**config.mk**
```make
export PLATFORM = sky130hd
export DESIGN_NAME = demux_bit_sequencer
export DESIGN_NICKNAME = d
export VERILOG_FILES = /design/src/rtl/demux_bit_sequencer.sv
export SDC_FILE = /design/constraint.sdc
export NUM_CORES = 1
export LEC_CHECK = 0
export BUFFER_PORTS_ARGS = -buffer_cell sky130_fd_sc_hd__buf_2
export CORE_MARGIN = 2
export CORE_UTILIZATION = 39
export DETAILED_ROUTE_END_ITERATION = 10
export PLACE_DENSITY = 0.54
export SYNTH_ARGS = -nofsm -noshare
export SYNTH_HDL_FRONTEND = slang
export SYNTH_SLANG_ARGS = --single-unit
```
**constraint.sdc**
```tcl
create_clock -name clk -period 4 [get_ports clk]
set_input_delay 0.2 -clock clk [delete_from_list [all_inputs] [get_ports clk]]
set_output_delay 0.2 -clock clk [all_outputs]
set_load 0.01 [all_outputs]
```
**src/rtl/demux_bit_sequencer.sv**
```systemverilog
// demux_bit_sequencer: buffers (channel, word) pairs and serializes each
// word one bit per clock onto a 1-to-8 demux, holding the select per word.
module demux_bit_sequencer #(
  parameter int DATA_W     = 8,
  parameter int CHAN_W     = 3,
  parameter int FIFO_DEPTH = 4,
  parameter bit MSB_FIRST  = 1'b0
) (
  input  logic                          clk,
  input  logic                          rst,
  input  logic                          in_valid,
  output logic                          in_ready,
  input  logic [CHAN_W-1:0]             in_chan,
  input  logic [DATA_W-1:0]             in_data,
  input  logic                          stall,
  output logic                          out_i,
  output logic [CHAN_W-1:0]             out_s,
  output logic                          out_valid,
  output logic                          out_last,
  output logic                          busy,
  output logic [$clog2(FIFO_DEPTH):0]   fifo_count
);

  localparam int AW = $clog2(FIFO_DEPTH);
  localparam int CW = AW + 1;
  localparam int NW = (DATA_W > 1) ? $clog2(DATA_W) : 1;
  localparam int EW = CHAN_W + DATA_W;

  typedef enum logic {
    IDLE,
    SHIFT
  } state_e;

  state_e            state_q, state_d;
  logic [DATA_W-1:0] sh_q, sh_d;
  logic [NW-1:0]     bcnt_q, bcnt_d;
  logic [CHAN_W-1:0] s_q, s_d;

  logic [EW-1:0]     mem_q [FIFO_DEPTH];
  logic [AW-1:0]     wr_q, rd_q;
  logic [CW-1:0]     cnt_q, cnt_d;

  logic empty, full, push, pop;
  logic last_bit, cur_bit;
  logic [EW-1:0] head;

  assign empty    = (cnt_q == '0);
  assign full     = (cnt_q == CW'(FIFO_DEPTH));
  assign in_ready = !rst && !full;
  assign push     = in_valid && in_ready;
  assign head     = mem_q[rd_q];

  assign last_bit = (bcnt_q == NW'(DATA_W - 1));
  assign cur_bit  = MSB_FIRST ? sh_q[DATA_W-1] : sh_q[0];

  always_ff @(posedge clk) begin
    if (push) mem_q[wr_q] <= {in_chan, in_data};
  end

  always_comb begin
    cnt_d = cnt_q;
    unique case ({push, pop})
      2'b10:   cnt_d = cnt_q + 1'b1;
      2'b01:   cnt_d = cnt_q - 1'b1;
      default: cnt_d = cnt_q;
    endcase
  end

  always_comb begin
    state_d = state_q;
    sh_d    = sh_q;
    bcnt_d  = bcnt_q;
    s_d     = s_q;
    pop     = 1'b0;
    unique case (state_q)
      IDLE: begin
        if (!empty && !stall) begin
          pop     = 1'b1;
          sh_d    = head[DATA_W-1:0];
          s_d     = head[EW-1:DATA_W];
          bcnt_d  = '0;
          state_d = SHIFT;
        end
      end
      SHIFT: begin
        if (!stall) begin
          if (!last_bit) begin
            bcnt_d = bcnt_q + 1'b1;
            sh_d   = MSB_FIRST ? {sh_q[DATA_W-2:0], 1'b0}
                               : {1'b0, sh_q[DATA_W-1:1]};
          end else if (!empty) begin
            // chain straight into the next word: no bubble
            pop    = 1'b1;
            sh_d   = head[DATA_W-1:0];
            s_d    = head[EW-1:DATA_W];
            bcnt_d = '0;
          end else begin
            state_d = IDLE;
          end
        end
      end
      default: state_d = IDLE;
    endcase
  end

  always_ff @(posedge clk) begin
    if (rst) begin
      state_q <= IDLE;
      sh_q    <= '0;
      bcnt_q  <= '0;
      s_q     <= '0;
      wr_q    <= '0;
      rd_q    <= '0;
      cnt_q   <= '0;
    end else begin
      state_q <= state_d;
      sh_q    <= sh_d;
      bcnt_q  <= bcnt_d;
      s_q     <= s_d;
      cnt_q   <= cnt_d;
      if (push) wr_q <= wr_q + 1'b1;
      if (pop)  rd_q <= rd_q + 1'b1;
    end
  end

  assign busy       = (state_q == SHIFT);
  assign out_valid  = busy && !stall;
  assign out_i      = out_valid && cur_bit;
  assign out_last   = out_valid && last_bit;
  assign out_s      = s_q;
  assign fifo_count = cnt_q;

endmodule

```
==> impl_results.md, run 1 <==
- Setup Crit Path Kind: reg -> reg
- Top cell type's share of synthesized area: 0.447
- Initial DRC Count: 91
- Largest delay share family, worst path: adder cells
- DR vias: 1,742
- Hold Vio Cnt, Final: 0
- Max Cap Viol: 0
- RSZ-0062 raised after global routing: false
- Post-synth EDFFs: 44
- Leak: 1.13 nW
- Layout cell share with drive strength beyond 1: 0.226
- Yosys top cell by area: edfxtp_1
- Routed Wire Length: 5300 µm
- P_sw: 610 µW
- Clock buffer depth: 2
- Total core area: 7290 µm²
- Synth area leaders: edfxtp_1 45%, dfxtp_1 16%, mux2i_1 3.4%, mux4_2 3.0%, ha_1 3.0%
- Clock share of power: 0.249
- Maximum vdd drop: 0.189 mV
- Final ANT Viol Nets: 0
- Relative slew slack: 0.281
- Clock slew at reported path FFs: 0.07 ns
- Via density: 5.09
- Vias in the first global route: 1,738
- Synth Register Bits: 68
- Peak Freq: 374 MHz
- Die width: 91.1 µm
- FP Rows: 31
- Sink Count: 68
- Routed wire per std cell: 15.5 µm
- TNS Setup: 0 ns
- Sw Ratio: 0.319
- Setup WS pre-CTS: 1.32 ns
- Layout Nets: 261
- WP data required: 4.26 ns
- Non-filler cells in the finished layout: 342
- Post-CTS Setup Bufs: 0
- HP Start: in_data[5]
- Slew @ Worst Pin: 1.08 ns
- Yosys cell types: 40
- DR pass1 iterations: 4
- Final core utilization: 0.451
- Min Tclk post-route: 2.67 ns
- CP max FO: 19
- CP arrival: 2.94 ns
- Crit path from: bcnt_q[0]
- CP Capture Type: register
- Avg Cell Area, Syn: 13.7 µm²
- Cells after synthesis: 215
- N_diodes: 0
- Seq/Total Area, Yosys: 0.610
- Final worst slack: 1.33 ns
- Syn Nets: 238
- Inst Count DP: 326
- CTS Root Cell: clkbuf_8
- Post-synthesis instance area: 2960 µm²
- Placer Congestion: 0.703
- WP buf/inv: 1
- Crit path launch type: register
- Comb pwr share: 0.254
- Area Overhead vs Synth: 11.3%
- First-pass GRT wire length: 8930 µm
- DP Area: 3120 µm²
- Period utilization: 0.668
- CTS resizes: 0
- Clock latency on the worst-skew pair: 0.33 ns
- Die area: 8290 µm²
- TritonCTS clock tree: built
- Run status: completed
- TritonCTS buffer count: 9
- Final Slew Violations: 0
- Setup Skew: 0.00576 ns
- Max incr delay on CP: 0.37 ns
- Initial Util: 0.405
- Most used cell, CP: ha_1
- CP max-delay cell: fa_1
- Pwr/cell area: 582 nW/µm²
- Largest net degree at the start of global routing: 20
- DP Wirelength: 3330 µm
- Crit path cell chain: ha_1, ha_1, nor2b_4, nor3_2, ha_1, inv_1, fa_1, xor2_1, or3_1, a21oi_1
- Min Hold Slack: 0.0800 ns
- Ports: 26
- Post-route DRC: 0
- Flop pwr share: 0.497
- Cell-internal power: 1.30 mW
- Cts hold-fix bufs: 0
- R2r startpoint: bcnt_q[0]
- Gr ovfl total: 0
- Asr flop ratio synth: 0
- Height of the die: 91.1 µm
- Dominant synthesized flop cell: edfxtp_1
- Design Power: 1.92 mW
- Final setup fails: 0
- Initial antenna violation count: 0
- Hold Path Class: in -> reg
- Yosys warnings: 0
- Tot GR Track Use: 0.141
- IO Port Bufs: 25
- Design Area, Final: 3290 µm²
- H-tree Lvls: 3
worst register-to-register path: cells and delay by family, from the launching register on:
kind                       cells  cell delay [ns]
DFF                            1             0.35
adders and majority gates      4             1.13
and+or+nand+nor                3             0.79
buffers and inverters          1             0.06
xor gates and xnor gates       1             0.15
AOI/OAI and AO/OA              1             0.14
flip-flops by register name, summed over array words and instances, names as in the netlist, named ones only:
signal / flops
bcnt_q: 3
rd_q: 2
mem_q: 44
busy: 1
out_s: 3
fifo_count: 3
wr_q: 2
sh_q: 8
power groups by stage:
stage	clock network (mW)	registers [mW]	logic (mW)
global placement	0	0.968	0.488
finish	0.477	0.951	0.487
global route	0.528	0.970	0.549
floorplan	0	0.916	0.432
CTS	0.493	0.955	0.493
detailed placement	0	0.967	0.491
worst paths after layout:
path,endpoint,slack (ns),depth (start not counted)
hold / removal,mem_q[2][5],0.08,1
setup reg to reg,fifo_count[2],1.33,10
hold reg to reg,bcnt_q[1],0.47,2
setup / recovery,fifo_count[2],1.33,10
kinds of logic after synthesis:
logic type,after synthesis,synth area share
adders and majority gates,8,0.0364
muxes,23,0.0986
AOI/OAI and AO/OA,36,0.0931
and+or+nand+nor,56,0.118
buffers and inverters,22,0.0385
xor gates and xnor gates,2,0.00593
DFF,68,0.610
layout by cell type (no fill, tap or decap), types with 3 or more instances in the layout:
cell type	netlist	layout
a21oi_1	5	5
a31oi_1	7	7
and2_1	6	6
buf_2	4	25
clkbuf_1	4	3
clkbuf_8	0	10
dfxtp_1	24	24
edfxtp_1	44	44
ha_1	7	7
inv_1	8	8
mux2_2	7	7
mux2i_1	10	10
mux4_2	4	4
nand2_1	7	7
nand2b_1	8	8
nand3_1	9	9
nand3b_1	7	7
nor2_1	6	6
o2bb2ai_1	3	3
o311ai_1	7	7
o31a_1	7	7
synthesized netlist by cell type (2+ instances only):
master      n
a21oi_1     5
a31oi_1     7
and2_1      6
buf_2       4
buf_4       3
buf_6       2
clkbuf_1    4
dfxtp_1    24
edfxtp_1   44
ha_1        7
inv_1       8
mux2_1      2
mux2_2      7
mux2i_1    10
mux4_2      4
nand2_1     7
nand2b_1    8
nand3_1     9
nand3b_1    7
nor2_1      6
nor2b_1     2
nor3_2      2
nor3b_2     2
nor4_1      2
o21ai_1     2
o2bb2ai_1   3
o311ai_1    7
o31a_1      7
or3_1       2
xor2_1      2
cell type report:
cell class	count	area, µm²
flip-flops and latches	68	1800
fillers	701	4000
well taps	99	124
multi-input cells	125	1040
repair buffers	25	125
clock inverters	3	15.0
clock buffers	13	149
inverters	9	33.8
layer usage:
metal / global-route usage / wire [µm]
met1: 0.197 / 2620
met4: 0.0530 / 49
met3: 0.0423 / 258
met5: 0 / 0
met2: 0.206 / 2370
No activity file was read; power rests on OpenSTA's default activity.
==> inputs of run 2 (changes only) <==
ABC_AREA = 1   (was default)
clock period = 2.74 ns   (was 4 ns; I/O delays follow)
==> run 2 against run 1 <==
Compared with the run above: global-route usage grew 1.3 points; synthesized cell count grew 43%; worst hold slack lost 0.058 ns; largest cell class unchanged.
==> impl_results.md, run 2 <==
- Final ANT Viol Nets: 0 (unchanged)
- Clock slew at reported path FFs: 0.08 ns (about the same)
- Setup Skew: 0.00625 ns (+0.000494 ns)
- Asr flop ratio synth: 0 (unchanged)
- WP data required: 2.97 ns (-1.29 ns)
- Hold Path Class: in -> reg
- FF/Latch Area: 1800 µm² (unchanged)
- HP Start: in_data[3]
- Max Cap Viol: 0 (unchanged)
- Run status: completed
- Leak: 1.47 nW (+30%)
- Vias in the first global route: 2,001 (+15%)
- DR vias: 2,047 (+18%)
- Flop pwr share: 0.440 (-0.057)
- Routed Wire Length: 5800 µm (+9.4%)
- CP Capture Type: register
- Post-CTS Setup Bufs: 0 (unchanged)
- Via density: 4.54 (-11%)
- WP buf/inv: 3 (+2)
- DP Area: 3160 µm² (+1.0%)
- Die area: 8210 µm² (-1.0%)
- Tot GR Track Use: 0.153 (+0.0125)
- Clock share of power: 0.275 (+0.026)
- Routed wire per std cell: 12.9 µm (-17%)
- Placer Congestion: 0.748 (+6.5%)
- Largest Register: mem_q
- Multi-input gate area: 948 µm² (-8.8%)
- Sw Ratio: 0.345 (+0.0262)
- TritonCTS buffer count: 9 (unchanged)
- CP arrival: 2.65 ns (-0.29 ns)
- TNS Setup: 0 ns (unchanged)
- Avg Cell Area, Syn: 9.49 µm² (-31%)
- DR pass1 iterations: 4 (unchanged)
- Maximum vdd drop: 0.412 mV (+120%)
- Top cell type's share of synthesized area: 0.452 (+0.00478)
- Largest net degree at the start of global routing: 24 (+20%)
- CP max-delay cell: fa_1
- Seq/Total Area, Yosys: 0.616 (+0.00652)
- Initial Util: 0.403 (-0.00215)
- Synth Register Bits: 68 (unchanged)
- Area Overhead vs Synth: 17.2%
- Slew @ Worst Pin: 0.639 ns (-0.438 ns)
- Syn Nets: 331 (+39%)
- Design Area, Final: 3430 µm² (+4.2%)
- IO Port Bufs: 25 (unchanged)
- Largest delay share family, worst path: adder cells
- Pwr/cell area: 877 nW/µm² (+51%)
- Min Tclk post-route: 2.42 ns (-0.249 ns)
- Yosys warnings: 0 (unchanged)
- Max incr delay on CP: 0.37 ns (about the same)
- Final setup fails: 0 (unchanged)
- Initial DRC Count: 82 (-9.9%)
- TritonCTS clock tree: built
- CP max FO: 9 (-10)
- RSZ-0062 raised after global routing: false
- Sink Count: 68 (unchanged)
- H-tree Lvls: 3 (unchanged)
- P_sw: 1.04 mW (+70%)
- Min Hold Slack: 0.0217 ns (-0.0582 ns)
- Dominant synthesized flop cell: edfxtp_1
- Layout Nets: 370 (+42%)
- Worst hold endpoint: mem_q[1][3]
- Layout cell share with drive strength beyond 1: 0.151 (-0.0758)
- R2r startpoint: bcnt_q[0]
- Commonest cells after routing, fill and taps aside: 82 x nand2_1, 49 x nor2_1, 44 x edfxtp_1
- Yosys top cell by area: edfxtp_1
- Relative slew slack: 0.574 (+0.293)
- Post-synthesis instance area: 2920 µm² (-1.1%)
- Comb pwr share: 0.285 (+0.031)
- FP Rows: 31 (unchanged)
- Crit path cell chain: ha_1, ha_1, inv_1, nand2_2, nand3_2, inv_2, ha_1, inv_1, fa_1, nand2_1, nand3_1, o21ai_0, a21oi_1
- Number of cells on the critical path: 13 (+3)
- Commonest cells in the netlist: 82 x nand2_1, 49 x nor2_1, 44 x edfxtp_1
- First-pass GRT wire length: 9600 µm (+7.6%)
- Top-count cell post-synth: nand2_1
- Hold Vio Cnt, Final: 0 (unchanged)
- Worst r2r path cells: 13 (+3)
- Post-route DRC: 0 (unchanged)
- Final core utilization: 0.472 (+0.0214)
- Yosys cell types: 22 (-45%)
- CTS Root Cell: clkbuf_8
- N_diodes: 0 (unchanged)
- Flop2flop setup slack: 0.32 ns (-1.01 ns)
- Worst Hold Depth: 1 (unchanged)
- Commonest non-fill, non-tap cell in the layout: nand2_1
- Total core area: 7250 µm² (-0.53%)
- Height of the die: 90.6 µm (-0.51%)
- Cells after synthesis: 308 (+43%)
- Worst r2r dst: fifo_count[2]
- Synth area leaders: edfxtp_1 45%, dfxtp_1 16%, nand2_1 11%, nor2_1 6.3%, inv_1 3.6%
- Crit path launch type: register
- Gr ovfl total: 0 (unchanged)
- Max reg flops: 44 (unchanged)
- Number of fill cells in the layout: 735 (+4.9%)
- DP Wirelength: 3780 µm (+14%)
- Final Slew Violations: 0 (unchanged)
- Cell-internal power: 1.97 mW (+51%)
- Peak Freq: 413 MHz (+10%)
- Clock latency on the worst-skew pair: 0.34 ns (about the same)
- Regs by FF count: mem_q x44, sh_q x8
- Initial antenna violation count: 0 (unchanged)
- Period utilization: 0.884 (+0.216)
- Clock buffer depth: 2 (unchanged)
- Most used cell, CP: ha_1
- Setup Crit Path Kind: reg -> reg
- Ports: 26 (unchanged)
- Post-synth EDFFs: 44 (unchanged)
- Die width: 90.6 µm (-0.51%)
[run 2: repair_timing]
item / 4_1_cts / 5_1_grt
gates resized for setup: 0 / 0
hold endpoints to repair: 26 / 0
hold buffers: 7 / 0
endpoints found under the setup margin: 0 / 0
[run 2: worst max path at each step]
stage                         start             to  slack [ns]
final                     bcnt_q[0]  fifo_count[2]        0.32
after floorplan           bcnt_q[0]  fifo_count[2]        0.59
after CTS                 bcnt_q[0]  fifo_count[2]        0.32
after detailed placement  bcnt_q[0]  fifo_count[2]        0.32
after global placement    bcnt_q[0]  fifo_count[2]        0.43
after global routing      bcnt_q[0]  fifo_count[2]        0.14
[run 2: per-layer routing]
| metal | track usage | routed length [µm] |
|---|---|---|
| met1 | 0.197 | 2720 |
| met4 | 0.0846 | 46 |
| met3 | 0.0326 | 232 |
| met2 | 0.241 | 2800 |
| met5 | 0 | 0 |
[run 2: kinds of logic after synthesis]
family                     share of synthesized area
AOI/OAI and AO/OA                             0.0582
xor gates and xnor gates                     0.00300
adders and majority gates                     0.0368
buffers and inverters                         0.0595
DFF                                            0.616
and+or+nand+nor                                0.226
[run 2: final cells by class]
class                           count  area share
Clock buffer                        9      0.0362
Clock inverter                      7      0.0219
Tap cell                           99      0.0362
Multi-Input combinational cell    200       0.277
Sequential cell                    68       0.526
Timing Repair Buffer               38      0.0701
Inverter                           30      0.0329
[run 2: metrics by stage]
step / worst slack, ns / total power, mW / std cells
floorplan: 0.591 / 1.98 / 308
global route: 0.142 / 3.25 / 451
finish: 0.317 / 3.00 / 451
CTS: 0.322 / 3.05 / 451
detailed placement: 0.322 / 2.21 / 428
global placement: 0.433 / 2.19 / 428
[run 2: power by group through the flow]
stage                     clock, mW  combinational (mW)  sequential (mW)
after floorplan                   0               0.634             1.34
after global routing          0.904                1.01             1.34
after CTS                     0.855               0.874             1.32
after detailed placement          0               0.862             1.35
final                         0.825               0.856             1.32
after global placement            0               0.852             1.34
==> inputs of run 3 (changes only) <==
HOLD_SLACK_MARGIN = 0.15   (was default)
==> run 3 against run 2 <==
Compared with the run above: routed wire length up 1.8%; combinational power up 1%; cell count up 1.3%; clock power up 0.8%; critical path type unchanged; largest cell class unchanged.
==> impl_results.md, run 3 (synthesis gave the netlist of run 2 again) <==
- IO Port Bufs: 25 (unchanged)
- CP max FO: 9 (unchanged)
- Maximum vdd drop: 0.412 mV (about the same)
- Hold Path Class: in -> reg
- Clock slew at reported path FFs: 0.08 ns (about the same)
- Worst Hold Depth: 3 (+2)
- Run status: completed
- WP data required: 2.98 ns (about the same)
- Die area: 8210 µm² (unchanged)
- Min Tclk post-route: 2.42 ns (-0.000803 ns)
- TNS Setup: 0 ns (unchanged)
- DP Wirelength: 3780 µm (unchanged)
- Ports: 26 (unchanged)
- Routed Wire Length: 5900 µm (+1.8%)
- Largest net degree at the start of global routing: 24 (unchanged)
- Commonest non-fill, non-tap cell in the layout: nand2_1
- Post-route DRC: 0 (unchanged)
- Worst r2r path cells: 13 (unchanged)
- Hold Vio Cnt, Final: 0 (unchanged)
- N_diodes: 0 (unchanged)
- Max Cap Viol: 0 (unchanged)
- Final core utilization: 0.481 (+0.00828)
- Worst hold endpoint: busy
- DR pass1 iterations: 4 (unchanged)
- Flop2flop setup slack: 0.32 ns (about the same)
- TritonCTS buffer count: 9 (unchanged)
- CTS resizes: 0 (unchanged)
- Max reg flops: 44 (unchanged)
- CP Capture Type: register
- Pwr/cell area: 866 nW/µm² (-1.2%)
- Vias in the first global route: 2,033 (+1.6%)
- Clock latency on the worst-skew pair: 0.35 ns (about the same)
- Height of the die: 90.6 µm (unchanged)
- Clock buffer depth: 2 (unchanged)
- FF/Latch Area: 1800 µm² (unchanged)
- Final Slew Violations: 0 (unchanged)
- Final ANT Viol Nets: 0 (unchanged)
- Number of fill cells in the layout: 728 (-0.95%)
- Die width: 90.6 µm (unchanged)
- CP arrival: 2.66 ns (about the same)
- Gr ovfl total: 0 (unchanged)
- Tot GR Track Use: 0.155 (+0.00179)
- R2r startpoint: bcnt_q[0]
- Initial antenna violation count: 0 (unchanged)
- Placer Congestion: 0.748 (unchanged)
- Crit path launch type: register
- RSZ-0062 raised after global routing: false
- Cts hold-fix bufs: 13 (+6)
- Initial DRC Count: 87 (+6.1%)
- Relative slew slack: 0.567 (-0.00685)
- Worst r2r dst: fifo_count[2]
- Commonest cells after routing, fill and taps aside: 82 x nand2_1, 49 x nor2_1, 44 x edfxtp_1
- Setup Skew: 0.00580 ns (-0.000450 ns)
- Setup Crit Path Kind: reg -> reg
- FP Rows: 31 (unchanged)
- Initial Util: 0.403 (unchanged)
- Final setup fails: 0 (unchanged)
- CTS Root Cell: clkbuf_8
- H-tree Lvls: 3 (unchanged)
- Largest Register: mem_q
- HP Start: stall
- First-pass GRT wire length: 9740 µm (+1.4%)
- Leak: 1.50 nW (+1.7%)
- Area Overhead vs Synth: 19.2%
- DR vias: 2,080 (+1.6%)
- Design Power: 3.02 mW (+0.55%)
- Multi-input gate area: 948 µm² (unchanged)
- Non-filler cells in the finished layout: 457 (+1.3%)
- Post-CTS Setup Bufs: 0 (unchanged)
- DP Area: 3160 µm² (unchanged)
- Routed wire per std cell: 12.9 µm (+0.47%)
- TritonCTS clock tree: built
- Design Area, Final: 3490 µm² (+1.8%)
- Slew @ Worst Pin: 0.649 ns (+0.0103 ns)
- Total core area: 7250 µm² (unchanged)
- Via density: 4.55 (+0.28%)
- Layout cell share with drive strength beyond 1: 0.148 (-0.00252)
- Inst Count DP: 428 (unchanged)
- Sink Count: 68 (unchanged)
- Layout Nets: 376 (+1.6%)
- Regs by FF count: mem_q x44, sh_q x8
- Peak Freq: 413 MHz (about the same)
- Period utilization: 0.884 (about the same)
[run 3: cell types whose count changed in the layout (fill, tap and decap cells not counted), sizes merged]
cell	before	now
dlygate4sd3	7	13
[run 3: layer usage]
metal | up-vias | track usage | wire length (µm)
li1 | 1090 | - | -
met5 | - | 0 | 0
met1 | 945 | 0.198 | 2800
met4 | 0 | 0.0846 | 140
met2 | 34 | 0.246 | 2750
met3 | 11 | 0.0326 | 211
[run 3: worst max-delay path: stages, from the launching register on]
cell and delay (ns):
dfxtp_1 0.35, ha_1 0.16, ha_1 0.21, inv_1 0.10
nand2_2 0.17, nand3_2 0.20, inv_2 0.12, ha_1 0.16
inv_1 0.06, fa_1 0.37, nand2_1 0.08, nand3_1 0.10
o21ai_0 0.17, a21oi_1 0.06
[run 3: final cells by class]
class,count,area share
sequential,68,0.517
multi-input combinational,200,0.272
timing repair buffer,44,0.0861
clock buffer,9,0.0355
tap,99,0.0355
inverter,30,0.0323
clock inverter,7,0.0215
[run 3: metrics by stage]
stage,hold slack (ns),setup WS [ns]
2_1_floorplan,0.236,0.591
3_3_place_gp,0.354,0.433
3_5_place_dp,0.358,0.322
4_1_cts,0.151,0.322
5_1_grt,0.196,0.142
6_report,0.159,0.317
[run 3: worst max path at each step]
stage / from / to / slack, ns / cells past startpoint
after global routing: bcnt_q[0] / fifo_count[2] / 0.14 / 13
after global placement: bcnt_q[0] / fifo_count[2] / 0.43 / 13
after detailed placement: bcnt_q[0] / fifo_count[2] / 0.32 / 13
after floorplan: bcnt_q[0] / fifo_count[2] / 0.59 / 13
after CTS: bcnt_q[0] / fifo_count[2] / 0.32 / 13
final: bcnt_q[0] / fifo_count[2] / 0.32 / 13
[run 3: power breakdown]
group / total (mW) / internal, mW / switching (mW) / leakage, nW
sequential: 1.32 / 1.24 / 0.0848 / 0.597
clock: 0.832 / 0.425 / 0.408 / 0.0939
combinational: 0.866 / 0.311 / 0.554 / 0.808
